## src/rtl/score_arb_pkg.sv

```systemverilog
// Shared definitions for the score event arbiter.
// - arb_state_e : arbiter FSM states (IDLE, ISSUE, SETTLE)
// - player_e    : round-robin pointer values
// - PLUS1/PLUS2/MINUS2 : bit positions of the events inside a req/pending vector
// - SETTLE_CYCLES_DEF  : default idle gap after each issued command
// - pick_event()       : fixed-priority event selector (minus2 > plus2 > plus1)
package score_arb_pkg;

    localparam int SETTLE_CYCLES_DEF = 1;
    localparam int EVT_W  = 3;
    localparam int PLUS1  = 0;
    localparam int PLUS2  = 1;
    localparam int MINUS2 = 2;

    typedef enum logic [1:0] {
        ST_IDLE   = 2'd0,
        ST_ISSUE  = 2'd1,
        ST_SETTLE = 2'd2
    } arb_state_e;

    typedef enum logic {
        PLAYER1 = 1'b0,
        PLAYER2 = 1'b1
    } player_e;

    // One-hot of the highest-priority pending event, zero if nothing pending.
    function automatic logic [EVT_W-1:0] pick_event(input logic [EVT_W-1:0] pend);
        logic [EVT_W-1:0] sel;
        sel = '0;
        if (pend[MINUS2]) begin
            sel[MINUS2] = 1'b1;
        end else if (pend[PLUS2]) begin
            sel[PLUS2] = 1'b1;
        end else if (pend[PLUS1]) begin
            sel[PLUS1] = 1'b1;
        end
        return sel;
    endfunction

endpackage

```

## src/rtl/score_event_arbiter_if.sv

```systemverilog
// Signal bundle between the score event sources and the arbiter.
// - p1_req/p2_req : per-player event requests {minus2, plus2, plus1}
// - freeze        : game over, blocks new grants
// - p1_*/p2_*     : single-cycle commands to each player's digit chain
// - busy          : arbiter is issuing or settling
// - dropped       : an event was lost because it was already pending
// Modports: master drives requests/freeze, slave (the arbiter) drives commands.
interface score_event_arbiter_if;

    logic [2:0] p1_req;
    logic [2:0] p2_req;
    logic       freeze;
    logic       p1_plus1;
    logic       p1_plus2;
    logic       p1_minus2;
    logic       p2_plus1;
    logic       p2_plus2;
    logic       p2_minus2;
    logic       busy;
    logic       dropped;

    modport master (
        output p1_req, p2_req, freeze,
        input  p1_plus1, p1_plus2, p1_minus2,
        input  p2_plus1, p2_plus2, p2_minus2,
        input  busy, dropped
    );

    modport slave (
        input  p1_req, p2_req, freeze,
        output p1_plus1, p1_plus2, p1_minus2,
        output p2_plus1, p2_plus2, p2_minus2,
        output busy, dropped
    );

endinterface

```

## src/rtl/score_event_capture.sv

```systemverilog
// Per-player event capture: rising-edge detection on the request lines,
// pending-event flags, and a one-cycle pulse when an event hits a flag
// that is already set.
// Ports:
//   clk_i, rst_i : clock, asynchronous active-high reset
//   req_i        : raw request bits {minus2, plus2, plus1}
//   clr_i        : clear strobes from the arbiter for granted events
//   pending_o    : pending event flags
//   dropped_o    : registered pulse, one cycle per lost event
module score_event_capture
    import score_arb_pkg::*;
(
    input  logic             clk_i,
    input  logic             rst_i,
    input  logic [EVT_W-1:0] req_i,
    input  logic [EVT_W-1:0] clr_i,
    output logic [EVT_W-1:0] pending_o,
    output logic             dropped_o
);

    logic [EVT_W-1:0] req_q;
    logic [EVT_W-1:0] prev_q;
    logic [EVT_W-1:0] pend_q;
    logic [EVT_W-1:0] pend_d;
    logic [EVT_W-1:0] rise;
    logic             drop_q;
    logic             drop_d;

    // req_q/prev_q reset to ones so a request held high through reset
    // release never looks like a fresh edge.
    assign rise   = req_q & ~prev_q;
    // A set in the same cycle as a clear wins, and is not a drop.
    assign pend_d = (pend_q & ~clr_i) | rise;
    assign drop_d = |(rise & pend_q & ~clr_i);

    always_ff @(posedge clk_i or posedge rst_i) begin
        if (rst_i) begin
            req_q  <= '1;
            prev_q <= '1;
            pend_q <= '0;
            drop_q <= 1'b0;
        end else begin
            req_q  <= req_i;
            prev_q <= req_q;
            pend_q <= pend_d;
            drop_q <= drop_d;
        end
    end

    assign pending_o = pend_q;
    assign dropped_o = drop_q;

endmodule

```

## src/rtl/score_event_arbiter.sv

```systemverilog
// Score event arbiter: collects plus1/plus2/minus2 events from two players
// and serialises them into single-cycle commands for the digit chains,
// with a settle gap of SETTLE_CYCLES cycles after every command.
// Ports:
//   Clock  : single clock, rising edge
//   Reset  : asynchronous active-high reset
//   bus_if : slave side of score_event_arbiter_if (requests, freeze,
//            six command outputs, busy, dropped)
// Player selection is round-robin, event selection is fixed priority
// minus2 > plus2 > plus1. The command register is loaded on entry to
// ISSUE, so the command is high exactly while the FSM is in ISSUE.
module score_event_arbiter
    import score_arb_pkg::*;
#(
    parameter int SETTLE_CYCLES = SETTLE_CYCLES_DEF
) (
    input  logic                  Clock,
    input  logic                  Reset,
    score_event_arbiter_if.slave  bus_if
);

    localparam logic [3:0] SETTLE_LAST = 4'(SETTLE_CYCLES);

    arb_state_e       state_q, state_d;
    logic [3:0]       cnt_q, cnt_d;
    player_e          rr_q, rr_d;
    logic [5:0]       cmd_q, cmd_d;

    logic [EVT_W-1:0] pend1, pend2;
    logic [EVT_W-1:0] clr1, clr2;
    logic [EVT_W-1:0] evt_sel;
    logic             drop1, drop2;
    logic             sel_p2;
    logic             grant_ok;
    logic             start;

    score_event_capture u_cap_p1 (
        .clk_i     (Clock),
        .rst_i     (Reset),
        .req_i     (bus_if.p1_req),
        .clr_i     (clr1),
        .pending_o (pend1),
        .dropped_o (drop1)
    );

    score_event_capture u_cap_p2 (
        .clk_i     (Clock),
        .rst_i     (Reset),
        .req_i     (bus_if.p2_req),
        .clr_i     (clr2),
        .pending_o (pend2),
        .dropped_o (drop2)
    );

    // rr_q names the preferred player; fall back to the other one when the
    // preferred player has nothing pending.
    assign sel_p2   = (rr_q == PLAYER2) ? (|pend2) : ~(|pend1);
    assign evt_sel  = pick_event(sel_p2 ? pend2 : pend1);
    assign grant_ok = ~bus_if.freeze & ((|pend1) | (|pend2));

    always_comb begin
        state_d = state_q;
        cnt_d   = cnt_q;
        rr_d    = rr_q;
        cmd_d   = '0;
        clr1    = '0;
        clr2    = '0;
        start   = 1'b0;

        case (state_q)
            ST_IDLE: begin
                if (grant_ok) begin
                    start = 1'b1;
                end
            end
            ST_ISSUE: begin
                state_d = ST_SETTLE;
                cnt_d   = 4'd1;
            end
            ST_SETTLE: begin
                // The last settle cycle hands straight over to the next
                // ISSUE when work is waiting, so back-to-back commands are
                // spaced exactly 1 + SETTLE_CYCLES apart.
                if (cnt_q >= SETTLE_LAST) begin
                    if (grant_ok) begin
                        start = 1'b1;
                    end else begin
                        state_d = ST_IDLE;
                    end
                end else begin
                    cnt_d = cnt_q + 4'd1;
                end
            end
            default: begin
                state_d = ST_IDLE;
            end
        endcase

        if (start) begin
            state_d = ST_ISSUE;
            cnt_d   = '0;
            rr_d    = sel_p2 ? PLAYER1 : PLAYER2;
            if (sel_p2) begin
                cmd_d = {evt_sel, 3'b000};
                clr2  = evt_sel;
            end else begin
                cmd_d = {3'b000, evt_sel};
                clr1  = evt_sel;
            end
        end
    end

    always_ff @(posedge Clock or posedge Reset) begin
        if (Reset) begin
            state_q <= ST_IDLE;
            cnt_q   <= '0;
            rr_q    <= PLAYER1;
            cmd_q   <= '0;
        end else begin
            state_q <= state_d;
            cnt_q   <= cnt_d;
            rr_q    <= rr_d;
            cmd_q   <= cmd_d;
        end
    end

    assign bus_if.p1_plus1  = cmd_q[PLUS1];
    assign bus_if.p1_plus2  = cmd_q[PLUS2];
    assign bus_if.p1_minus2 = cmd_q[MINUS2];
    assign bus_if.p2_plus1  = cmd_q[3 + PLUS1];
    assign bus_if.p2_plus2  = cmd_q[3 + PLUS2];
    assign bus_if.p2_minus2 = cmd_q[3 + MINUS2];
    assign bus_if.busy      = (state_q != ST_IDLE);
    assign bus_if.dropped   = drop1 | drop2;

endmodule

```

## src/flat_wrapper.sv

```systemverilog
// flat-port wrapper written by rule: the top's interface ports become plain ports
module score_event_arbiter_flat import score_arb_pkg::*;
#(
    parameter int SETTLE_CYCLES = SETTLE_CYCLES_DEF
)
  (Clock, Reset, bus_if_p1_req, bus_if_p2_req, bus_if_freeze, bus_if_p1_plus1, bus_if_p1_plus2, bus_if_p1_minus2, bus_if_p2_plus1, bus_if_p2_plus2, bus_if_p2_minus2, bus_if_busy, bus_if_dropped);
  score_event_arbiter_if bus_if_i ();
  input  logic Clock;
  input  logic Reset;
  input wire logic [$bits(bus_if_i.p1_req)-1:0] bus_if_p1_req;
  input wire logic [$bits(bus_if_i.p2_req)-1:0] bus_if_p2_req;
  input wire logic [$bits(bus_if_i.freeze)-1:0] bus_if_freeze;
  output wire logic [$bits(bus_if_i.p1_plus1)-1:0] bus_if_p1_plus1;
  output wire logic [$bits(bus_if_i.p1_plus2)-1:0] bus_if_p1_plus2;
  output wire logic [$bits(bus_if_i.p1_minus2)-1:0] bus_if_p1_minus2;
  output wire logic [$bits(bus_if_i.p2_plus1)-1:0] bus_if_p2_plus1;
  output wire logic [$bits(bus_if_i.p2_plus2)-1:0] bus_if_p2_plus2;
  output wire logic [$bits(bus_if_i.p2_minus2)-1:0] bus_if_p2_minus2;
  output wire logic [$bits(bus_if_i.busy)-1:0] bus_if_busy;
  output wire logic [$bits(bus_if_i.dropped)-1:0] bus_if_dropped;
  assign bus_if_i.p1_req = bus_if_p1_req;
  assign bus_if_i.p2_req = bus_if_p2_req;
  assign bus_if_i.freeze = bus_if_freeze;
  assign bus_if_p1_plus1 = bus_if_i.p1_plus1;
  assign bus_if_p1_plus2 = bus_if_i.p1_plus2;
  assign bus_if_p1_minus2 = bus_if_i.p1_minus2;
  assign bus_if_p2_plus1 = bus_if_i.p2_plus1;
  assign bus_if_p2_plus2 = bus_if_i.p2_plus2;
  assign bus_if_p2_minus2 = bus_if_i.p2_minus2;
  assign bus_if_busy = bus_if_i.busy;
  assign bus_if_dropped = bus_if_i.dropped;
  score_event_arbiter #(.SETTLE_CYCLES(SETTLE_CYCLES)) u_core (.Clock(Clock), .Reset(Reset), .bus_if(bus_if_i));
endmodule
```

## config.mk

```make
export PLATFORM = sky130hd
export DESIGN_NAME = score_event_arbiter_flat
export DESIGN_NICKNAME = d
export VERILOG_FILES = /design/src/rtl/score_arb_pkg.sv /design/src/rtl/score_event_arbiter_if.sv /design/src/rtl/score_event_capture.sv /design/src/rtl/score_event_arbiter.sv /design/src/flat_wrapper.sv
export SDC_FILE = /design/constraint.sdc
export NUM_CORES = 1
export LEC_CHECK = 0
export CORE_MARGIN = 8
export CORE_UTILIZATION = 38
export CTS_BUF_LIST = sky130_fd_sc_hd__clkbuf_2
export CTS_CLUSTER_SIZE = 30
export DETAILED_ROUTE_END_ITERATION = 8
export PLACE_DENSITY_LB_ADDON = 0.2
export SYNTH_ARGS = -nofsm -noshare
export SYNTH_HDL_FRONTEND = slang
export SYNTH_SLANG_ARGS = --single-unit
```

## constraint.sdc

```tcl
create_clock -name Clock -period 2.45 [get_ports Clock]
set_input_delay 0.49 -clock Clock [delete_from_list [all_inputs] [get_ports Clock]]
set_output_delay 0.49 -clock Clock [all_outputs]
set_load 0.1 [all_outputs]
```

[Word-level counts from Yosys, hierarchy flattened]
Index checks and enable logic that the tools add are counted.
Word-level totals
  register bits: 33
  output and inout bits: 8
Cells by class
  add/sub/neg operators: 1
  bitwise gates (word level): 19
  reductions and logical operators: 9
  mux-type cells: 24
  equal/unequal tests: 6
  order comparisons: 1
Operators by type and width (count)
  bitwise AND 3 bit: 8
  2-to-1 mux 3 bit: 5
  2-to-1 mux 6 bit: 2
  inverter 3 bit: 4
  OR reduction 3 bit: 4
  2-to-1 mux 1 bit: 8
  2-to-1 mux 2 bit: 4
  2-to-1 mux 4 bit: 2
  one-hot mux 4 bit (2 select lines): 1
  OR 3 bit: 2
  one-hot mux 2 bit (3 select lines): 1
  adder 4 x 1 -> 4 bit (second input constant): 1
  greater-or-equal comparator 4 x 1 -> 1 bit (second input constant): 1
  inequality test 3 x 1 -> 1 bit (second input constant): 1
  inequality test 3 x 2 -> 1 bit (second input constant): 1
  inequality test 3 bit (second input constant): 1
  AND reduction 3 bit: 1
  nonzero test 3 bit: 1
  == test 2 x 1 -> 1 bit (second input constant): 1
  == test 2 bit (second input constant): 1
  zero test 2 bit: 1
  inequality test 2 x 1 -> 1 bit (second input constant): 1
  inverter 1 bit: 2
  OR 1 bit: 2
  other kinds (4): 4

[Depth between registers and ports, before layout]
Gate-level depths: netlist of the first run.
  word-level depth: 12
  depth in mapped cells: 8
  mapped depth without buffers: 7

[Modules after synthesis]
From an unflattened synthesis of the first run, not the netlist that was laid out.
Unflattened totals
  cells, all modules: 115
  area total of the unflattened synthesis: 1377.6 µm²
Modules (own cells, without submodules)
  score_event_arbiter: times used 1, seq. area each 325.3 µm², cells each 67, area each 694.4 µm²
  score_event_capture: times used 2, seq. area each 257.7 µm², cells each 24, area each 341.6 µm²

[Worst setup path before layout of the first run]
Ideal clock, no wire load.
  path type: reg2reg
  start: reg u_core.cnt_q[0]
  end: reg u_core.u_cap_p2.drop_q, in the netlist u_core.u_cap_p2.dropped_o
  arrival time: 2.027 ns
  slack: 0.301 ns
  period minus slack after synthesis: 2.149 ns
  data required time: 2.328 ns
  stages on the path, launching flop included: 8
  cells stage by stage: dfrtp_1 -> inv_1 -> ha_1 -> or4b_1 -> a21oi_1 -> or4_4 -> or3b_4 -> a32o_1
On the way
  longest elaborated chain between the ends: 7
RTL lines
  start, declared: RTL line score_event_arbiter.sv:25  | logic [3:0] cnt_q, cnt_d;
  start signal, assigned: RTL line score_event_arbiter.sv:121  | cnt_q <= cnt_d;
  greater-or-equal comparator 4 x 1 -> 1 bit: RTL line score_event_arbiter.sv:84  | if (cnt_q >= SETTLE_LAST) begin
  2-to-1 mux 1 bit: RTL line score_event_arbiter.sv:84
  one-hot mux 1 bit (2 select lines): RTL line score_event_arbiter.sv:70  | case (state_q)
  2-to-1 mux 3 bit: RTL line score_event_arbiter.sv:99  | if (start) begin
  inverter 3 bit: RTL line score_event_capture.sv:34  | assign drop_d = |(rise & pend_q & ~clr_i);
  bitwise AND 3 bit: RTL line score_event_capture.sv:34
  OR reduction 3 bit: RTL line score_event_capture.sv:34
  named net u_core.u_cap_p2.drop_d: RTL line score_event_capture.sv:27  | logic drop_d;
  end signal, assigned: RTL line score_event_capture.sv:46  | drop_q <= drop_d;
  end, declared: RTL line score_event_capture.sv:26  | logic drop_q;
The timed path passes the listed nets, and every way through them passes these cells.
A chain may end at the register's enable or synchronous reset.

[Worst setup path after layout of the first run]
Same ends and word-level chain as after synthesis.

==> qor.csv, run 1 <==
metric,value,unit
r2r-end,u_core.u_cap_p2.dropped_o$_DFF_PP0_,
clock-sinks,33,
hold_viol_final,0,
worstMarginPinSlew,491,ps
maxCapViolCount,0,
cts-buffers-inserted,5,
hold_class,flop to flop,
period_share,0.935,
cp.arrival,2580,ps
p_int,1.13,mW
routedWlPerCell,13.8,um
initial_core_util,0.386,
seq_area,841,um^2
hpwl,1.84,mm
grt_pass1_wl,4.49,mm
reg2reg_depth,7,
pwr-share-clk,0.180,
worstSetupEndpoint,u_core.u_cap_p2.dropped_o$_DFF_PP0_,
max-slew-margin-rel,0.668,
grt_overflow_total,0,
irDropWorstVdd,0.366,mV
cts_hold_buf,0,
crit_type,flop to flop,
synth.distinct_cells,34,
stdcell_count,187,
syn_inst,115,
cts_tree,built,
skew,18.5,ps
synth_area,1380,um^2
htreeDepth,2,
worstPathMaxFanout,6,
synth-seq-area-share,0.609,
clkLatencyLatePin,380,ps
gp_congestion,0.754,
dieArea,5820,um^2
syn_area_per_cell,12.0,um^2
via_per_inst,5.00,
drc_errors,0,
slew_violations,0,
multiInputGateArea,485,um^2
rows,22,
endpoint_kind,flop,
required,2740,ps
diodes,0,
final_util,0.461,
ant_nets,0,
rsz0062_at_grt,false,
core-area,3580,um^2
io_buffers,16,
syn_nets,130,
antenna_found_initial,0,
run_status,completed,
fin_nets,153,
track_usage,0.0951,
clk_pin_slew,180,ps
r2r_start,u_core.cnt_q[0]$_DFFE_PP0P_,
cts_max_path_buffers,2,
crit_start,u_core.cnt_q[0]$_DFFE_PP0P_,
switching_power,0.871,mW
finalSetupTns,0,ps
switching_share,0.436,
area_growth_syn_to_layout,19.6,%
grt_pass1_vias,982,
hold_slack,376,ps
grt_max_degree,34,
sequentialPowerShare,0.398,
combPwrFrac,0.423,
synth_area_leaders,"dfrtp_1 38%, dfstp_2 23%, ha_1 5.4%",
wirelength,2.57,mm
yosysWarningCount,0,
place_inst,179,
max_freq,437,MHz
die_h,76.3,um
synth_top_area_share,0.381,
power_density,1210,nW/um^2
postSynthRegisterBits,33,
start_kind,flop,
firstDrtPassIters,4,
die_w,76.3,um
synth_area_leader_cell,dfrtp_1,
drive_above_1_share,0.273,
num_vias,935,
setup_viol,0,
first_iter_violations,82,
fillers,334,
cts-root-buf,clkbuf_2,
worst-r2r-setup-slack,160,ps
pin_count,17,
min_period,2290,ps
leakage,0.753,nW
## cell usage in the layout (no fill, tap or decap), drive strengths merged, types with 2 or more instances in the layout
master and instances:
buf 9, nor2b 6, nand2 3, dfrtp 21, a32o 2, nor2 6
a22oi 3, dfstp 12, a21oi 6, nor3 4, or2 2, a21o 3
clkdlybuf4s50 8, ha 6, nor3b 2, inv 14, o21bai 3, o21ai 7
or4 2, clkbuf 6
## routing by layer
layer	track usage	wire, um	vias up
li1	-	-	447
met1	0.117	1160	438
met2	0.141	1200	41
met3	0.0271	135	9
met4	0.0635	80	0
met5	0	0	-
## synth_stat cells
master	number
nor3b_2	1
dfstp_2	12
a21oi_1	6
ha_1	6
nor3b_1	1
a22oi_1	3
nor4b_1	1
a32oi_1	1
a21o_1	1
o32ai_1	1
and3_1	1
a32o_1	2
or4_1	1
nor2_1	6
nand4b_1	1
buf_2	1
nor2b_1	6
inv_1	14
o21a_1	1
mux2_2	1
o21ai_0	7
a211oi_1	1
o21bai_1	3
or4b_1	1
or4_4	1
o2bb2ai_1	1
dfrtp_1	21
nor3_2	1
or3b_4	1
a31oi_1	1
nor3_1	3
or2_2	2
a21o_2	2
nand2_1	3
## power by group through the flow
stage | Combinational [mW] | Clock [mW] | Sequential [mW]
after floorplan | 0.524 | 0 | 0.914
after global placement | 0.821 | 0 | 0.793
after detailed placement | 0.835 | 0 | 0.799
after CTS | 0.841 | 0.372 | 0.789
after global routing | 0.915 | 0.396 | 0.813
final | 0.844 | 0.359 | 0.794
## cell families after synthesis
family,count (synthesis),share of synthesized area
flip-flops,33,0.609
AO/OA/AOI/OAI,30,0.147
AND/OR/NAND/NOR,30,0.140
buffers and inverters,15,0.0417
adder cells (fa/ha/maj),6,0.0544
multiplexers,1,0.00816
## worst min path at each step
stage                                       startpoint                                  end  slack [ps]  depth (start not counted)
floorplan           u_core.u_cap_p2.req_q[0]$_DFF_PP1_  u_core.u_cap_p2.prev_q[0]$_DFF_PP1_         350                          0
global route        u_core.u_cap_p2.req_q[0]$_DFF_PP1_  u_core.u_cap_p2.prev_q[0]$_DFF_PP1_         380                          0
detailed placement  u_core.u_cap_p2.req_q[1]$_DFF_PP1_  u_core.u_cap_p2.prev_q[1]$_DFF_PP1_         360                          0
global placement    u_core.u_cap_p2.req_q[2]$_DFF_PP1_  u_core.u_cap_p2.prev_q[2]$_DFF_PP1_         360                          0
CTS                 u_core.u_cap_p2.req_q[1]$_DFF_PP1_  u_core.u_cap_p2.prev_q[1]$_DFF_PP1_         380                          0
finish              u_core.u_cap_p2.req_q[1]$_DFF_PP1_  u_core.u_cap_p2.prev_q[1]$_DFF_PP1_         380                          0
## final cells by class
| cell class | count | area share |
|---|---|---|
| Clock buffer | 6 | 0.0182 |
| Clock inverter | 2 | 0.0205 |
| Inverter | 14 | 0.0318 |
| Multi-Input combinational cell | 67 | 0.294 |
| Sequential cell | 33 | 0.509 |
| Tap cell | 48 | 0.0364 |
| Timing Repair Buffer | 17 | 0.0895 |
## critical path, cell delays in order (launching register included)
cell     delay (ps)
dfrtp_1         440
inv_1            60
ha_1            190
or4b_1          190
a21oi_1         110
or4_4           580
or3b_4          420
a32o_1          220
## through the flow
step | power, mW | cell area (um^2) | worst slack (ps)
after floorplan | 1.44 | 1380 | 302
after global placement | 1.61 | 1580 | 196
after detailed placement | 1.63 | 1580 | 160
after CTS | 2.00 | 1650 | 131
after global routing | 2.12 | 1650 | 57.7
final | 2.00 | 1650 | 160
## sequential cells by signal, summed over array words and instances (netlist names)
| signal | cells |
|---|---|
| u_core.u_cap_p2.pending_o | 3 |
| u_core.cnt_q | 4 |
| u_core.rr_q | 1 |
| u_core.u_cap_p1.pending_o | 3 |
| u_core.u_cap_p1.dropped_o | 1 |
| u_core.state_q | 2 |
| u_core.u_cap_p1.prev_q | 3 |
| u_core.cmd_q | 6 |
| u_core.u_cap_p2.dropped_o | 1 |
| u_core.u_cap_p2.req_q | 3 |
| u_core.u_cap_p1.req_q | 3 |
| u_core.u_cap_p2.prev_q | 3 |
## repair_timing
action                                  4_1_cts  5_1_grt
buffers inserted                              0        0
resized for setup                             0        1
endpoints found under the setup margin        0        1
Power figures use the tool's default switching activity.
==> run 2, diff against run 1 <==
CORE_UTILIZATION = 28   (was 38)
SYNTH_HIERARCHICAL = 1   (was default)
==> run 2 against run 1 <==
Global-route usage shrank 1.7 points. Core utilization is 11 points lower. Sequential share of layout area is 0.54 points lower. Critical path type unchanged. Largest power group is now registers. Via count fell by 2.1%. Largest cell class unchanged. Critical path depth up 1.
==> qor.csv, run 2 <==
metric,value,unit
grt_max_degree,14,
top_register,u_core/cmd_q,
run_status,completed,
synth_top_cells_by_count,"21 x dfrtp_1, 18 x inv_1, 12 x dfstp_2",
pin_count,17,
critPathSlowestCell,dfrtp_1,
skew,17.0,ps
hold_class,flop to flop,
rsz0062_at_grt,false,
combPwrFrac,0.362,
clock-sinks,33,
initial_core_util,0.292,
diodes,0,
track_usage,0.0783,
r2r-end,u_core/u_cap_p1/dropped_o$_DFF_PP0_,
first_iter_violations,25,
fin_ws,167,ps
largest_reg_flops,6,
worst-path-buf-inv,1,
synth-edff-count,0,
cp.arrival,2550,ps
max_stage_delay,450,ps
synth-seq-area-share,0.610,
drive_above_1_share,0.282,
io_buffers,16,
r2r_start,u_core/cnt_q[0]$_DFFE_PP0P_,
final_common_cell,dfrtp_1,
path_cells,inv_1 -> ha_1 -> nor2b_1 -> and3_1 -> a2111oi_4 -> and4b_1 -> and4bb_1 -> or3_1,
gp_congestion,0.738,
grt_overflow_total,0,
dpl_worst_slack,120,ps
yosysWarningCount,6,
syn_area_per_cell,12.0,um^2
max_freq,438,MHz
synth.distinct_cells,32,
syn_inst,115,
post-route-cell-area,1670,um^2
start_kind,flop,
postSynthRegisterBits,33,
worstMarginPinSlew,536,ps
top_regs,"u_core/cmd_q: 6 flops, u_core/cnt_q: 4 flops",
antenna_found_initial,0,
synth_top_area_share,0.381,
endpoint_kind,flop,
cts_tree,built,
required,2710,ps
htreeDepth,2,
grt_pass1_wl,4.51,mm
finalSetupTns,0,ps
min_delay_path_depth,0,
ant_nets,0,
place_inst,201,
synth_area_leader_cell,dfrtp_1,
crit_type,flop to flop,
async_flop_share,1.00,
hp-start,u_core/u_cap_p1/req_q[0]$_DFF_PP1_,
switching_share,0.418,
cts-buffers-inserted,5,
hpwl,1.90,mm
setup_viol,0,
worst-r2r-setup-slack,170,ps
synthMostInstantiatedCell,dfrtp_1,
syn_nets,127,
cts.repair.resized,0,
reg2reg_depth,8,
clkLatencyLatePin,360,ps
synth_area,1380,um^2
period_share,0.932,
synth_area_leaders,"dfrtp_1 38%, dfstp_2 23%, inv_1 4.9%",
die_w,86.1,um
firstDrtPassIters,4,
routedWlPerCell,11.8,um
switching_power,0.661,mW
maxCapViolCount,0,
dieArea,7420,um^2
rows,25,
wirelength,2.46,mm
fin_nets,153,
cts-root-buf,clkbuf_2,
num_vias,915,
final_cell_mix,"21 x dfrtp_1, 18 x inv_1, 12 x buf_4, 12 x dfstp_2, 8 x clkdlybuf4s50_1",
max-slew-margin-rel,0.640,
path_delay_family,simple AND/OR/NAND/NOR gates,
area_growth_syn_to_layout,21.1,%
worstPathMaxFanout,5,
pwr-share-clk,0.152,
die_h,86.1,um
core-area,4720,um^2
cts_max_path_buffers,2,
clk_pin_slew,160,ps
power_density,947,nW/um^2
irDropWorstVdd,0.256,mV
synthFlopType,dfrtp_1,
whs_endpoint,u_core/u_cap_p1/prev_q[0]$_DFF_PP1_,
p_int,0.919,mW
post_cts_buffers,0,
slew_violations,0,
hold_viol_final,0,
min_period,2280,ps
sequentialPowerShare,0.486,
stdcell_count,209,
via_per_inst,4.38,
drc_errors,0,
dpl_cell_area,1630,um^2
cts_hold_buf,0,
leakage,0.807,nW
grt_pass1_vias,966,
-- run 2: power by group through the flow --
stage	Sequential, mW	Clock, mW	Combinational (mW)
floorplan	0.856	0	0.348
global placement	0.777	0	0.571
detailed placement	0.779	0	0.578
CTS	0.769	0.259	0.580
global route	0.791	0.293	0.620
finish	0.768	0.240	0.571
-- run 2: cell families (layout without fill, tap and decap cells) --
group,count (synthesis),after routing,synth area share
AOI/OAI and AO/OA,22,22,0.124
and+or+nand+nor,38,38,0.187
adders and majority gates,3,3,0.0273
DFF,33,33,0.610
buffers and inverters,19,46,0.0518
-- run 2: worst reg2reg max path, stage by stage (launching register included) --
cell       delay [ps]
dfrtp_1           450
inv_1              80
ha_1              190
nor2b_1           140
and3_1            220
a2111oi_4         260
and4b_1           300
and4bb_1          200
or3_1             360
-- run 2: worst max path at each step --
| stage | cells past startpoint | from | endpoint |
|---|---|---|---|
| after detailed placement | 5 | bus_if_freeze | u_core/u_cap_p1/dropped_o$_DFF_PP0_ |
| after global routing | 8 | u_core/cnt_q[0]$_DFFE_PP0P_ | u_core/u_cap_p1/dropped_o$_DFF_PP0_ |
| after floorplan | 8 | u_core/cnt_q[0]$_DFFE_PP0P_ | u_core/u_cap_p1/dropped_o$_DFF_PP0_ |
| after global placement | 5 | bus_if_freeze | u_core/u_cap_p1/dropped_o$_DFF_PP0_ |
| final | 8 | u_core/cnt_q[0]$_DFFE_PP0P_ | u_core/u_cap_p1/dropped_o$_DFF_PP0_ |
| after CTS | 8 | u_core/cnt_q[0]$_DFFE_PP0P_ | u_core/u_cap_p1/dropped_o$_DFF_PP0_ |
-- run 2: final cells by class --
| type | instances | area, um^2 |
|---|---|---|
| sequential | 33 | 841 |
| inverter | 18 | 67.6 |
| clock inverter | 2 | 10.0 |
| clock buffer | 6 | 30.0 |
| tap | 67 | 83.8 |
| multi-input combinational | 63 | 465 |
| fill | 473 | 3060 |
| timing repair buffer | 20 | 170 |
-- run 2: stage by stage --
| stage | hold slack, ps | total power, mW | util |
|---|---|---|---|
| finish | 384 | 1.58 | 0.353 |
| global placement | 363 | 1.35 | 0.345 |
| global route | 393 | 1.70 | 0.353 |
| floorplan | 326 | 1.20 | - |
| CTS | 387 | 1.61 | 0.353 |
| detailed placement | 365 | 1.36 | 0.345 |
-- run 2: per-layer routing --
metal / track usage / vias to the layer above / wire (um)
met5: 0 / - / 0
met1: 0.0887 / 444 / 1120
met3: 0.0401 / 5 / 131
met2: 0.118 / 14 / 1150
li1: - / 452 / -
met4: 0.0382 / 0 / 49
==> run 3, diff against run 2 <==
clock period = 2.5 ns   (was 2.45 ns; I/O delays follow)
==> run 3 against run 2 <==
Sequential share of layout area is 0.23 points higher. Sequential cell count did not move. Setup slack got worse by 5.5 ps. Wire length up 8.4%. Global-route usage grew 0.32 points. Non-clock buffer count fell by 1. Fmax decreased by 2.4%. Clock skew shrank 2.0 ps. Power shrank 1.2%.
==> qor.csv, run 3 (synthesis gave the netlist of run 2 again) <==
metric,value,unit
num_vias,940,
hold_slack,381,ps
final_cell_mix,"21 x dfrtp_1, 18 x inv_1, 12 x dfstp_2",
wirelength,2.66,mm
slew_violations,0,
via_per_inst,4.52,
first_iter_violations,25,
rsz0062_at_grt,false,
finalSetupTns,0,ps
endpoint_kind,flop,
htreeDepth,2,
dieArea,7420,um^2
diodes,0,
top_regs,"u_core/cmd_q: 6 flops, u_core/cnt_q: 4 flops",
cts_hold_buf,0,
cts-buffers-inserted,5,
cts_max_path_buffers,2,
rows,25,
start_kind,flop,
reg2reg_depth,8,
firstDrtPassIters,4,
r2r_start,u_core/cnt_q[0]$_DFFE_PP0P_,
routedWlPerCell,12.8,um
min_period,2340,ps
final_common_cell,dfrtp_1,
worst-r2r-setup-slack,160,ps
fin_nets,152,
max-slew-margin-rel,0.635,
worstPathMaxFanout,5,
top_register,u_core/cmd_q,
max_freq,428,MHz
irDropWorstVdd,0.331,mV
r2r-end,u_core/u_cap_p1/dropped_o$_DFF_PP0_,
hold_class,flop to flop,
pin_count,17,
die_w,86.1,um
die_h,86.1,um
cp.arrival,2600,ps
run_status,completed,
track_usage,0.0814,
skew,15.0,ps
required,2760,ps
drive_above_1_share,0.277,
grt_pass1_wl,4.71,mm
maxCapViolCount,0,
crit_start,u_core/cnt_q[0]$_DFFE_PP0P_,
ant_nets,0,
grt_overflow_total,0,
worstMarginPinSlew,543,ps
largest_reg_flops,6,
gp_congestion,0.745,
grt_max_degree,14,
clkLatencyLatePin,360,ps
clk_pin_slew,160,ps
core-area,4720,um^2
power_density,940,nW/um^2
antenna_found_initial,0,
leakage,0.802,nW
drc_errors,0,
hpwl,2.02,mm
setup_viol,0,
cts.repair.resized,0,
period_share,0.935,
post_cts_buffers,0,
grt_pass1_vias,1014,
p_total,1.56,mW
area_growth_syn_to_layout,20.5,%
crit_type,flop to flop,
hold_viol_final,0,
initial_core_util,0.292,
cts-root-buf,clkbuf_2,
worstSetupEndpoint,u_core/u_cap_p1/dropped_o$_DFF_PP0_,
io_buffers,16,
cts_tree,built,
clock-sinks,33,
[run 3: cell types whose count changed in the layout (fill, tap and decap cells not counted), sizes merged]
cell and delta:
buf -1, clkbuf +2, clkinv -2
[run 3: stage by stage]
stage,worst slack (ps),cells,instance area (um^2),utilization
CTS,147,208,1660,0.352
detailed placement,148,200,1620,0.343
global route,37.7,208,1660,0.352
global placement,176,200,1620,0.343
finish,162,208,1660,0.352
floorplan,400,115,1380,-
[run 3: how the worst min path moves through the flow]
stage          slack (ps)  cells past startpoint                                   to                          startpoint
2_1_floorplan         340                      1  u_core/u_cap_p1/dropped_o$_DFF_PP0_                               Reset
3_3_place_gp          360                      0  u_core/u_cap_p2/prev_q[2]$_DFF_PP1_  u_core/u_cap_p2/req_q[2]$_DFF_PP1_
3_5_place_dp          360                      0  u_core/u_cap_p2/prev_q[2]$_DFF_PP1_  u_core/u_cap_p2/req_q[2]$_DFF_PP1_
4_1_cts               390                      0  u_core/u_cap_p2/prev_q[2]$_DFF_PP1_  u_core/u_cap_p2/req_q[2]$_DFF_PP1_
5_1_grt               390                      0  u_core/u_cap_p2/prev_q[2]$_DFF_PP1_  u_core/u_cap_p2/req_q[2]$_DFF_PP1_
6_report              380                      0  u_core/u_cap_p2/prev_q[2]$_DFF_PP1_  u_core/u_cap_p2/req_q[2]$_DFF_PP1_
[run 3: report_power, final]
group / total, mW / switching [mW] / internal [mW] / leakage [nW]
clock: 0.245 / 0.163 / 0.0827 / 0.0332
combinational: 0.560 / 0.369 / 0.191 / 0.390
sequential: 0.755 / 0.120 / 0.635 / 0.379
total: 1.56 / 0.652 / 0.909 / 0.802
[run 3: cell type report]
| type | count | area [um^2] |
|---|---|---|
| Clock buffer | 8 | 40.0 |
| Timing Repair Buffer | 19 | 163 |
| Sequential cell | 33 | 841 |
| Fill cell | 485 | 3060 |
| Multi-Input combinational cell | 63 | 465 |
| Inverter | 18 | 67.6 |
| Tap cell | 67 | 83.8 |
[run 3: metal layers]
metal	routed length (um)	share of wire	GRT usage
met5	0	0	0
met2	1300	0.49	0.136
met3	151	0.057	0.0372
met4	55	0.021	0.0382
met1	1160	0.44	0.0852
[run 3: critical path, cell delays in order (launching register included)]
cell	delay [ps]
dfrtp_1	460
inv_1	80
ha_1	190
nor2b_1	140
and3_1	220
a2111oi_4	280
and4b_1	300
and4bb_1	200
or3_1	360
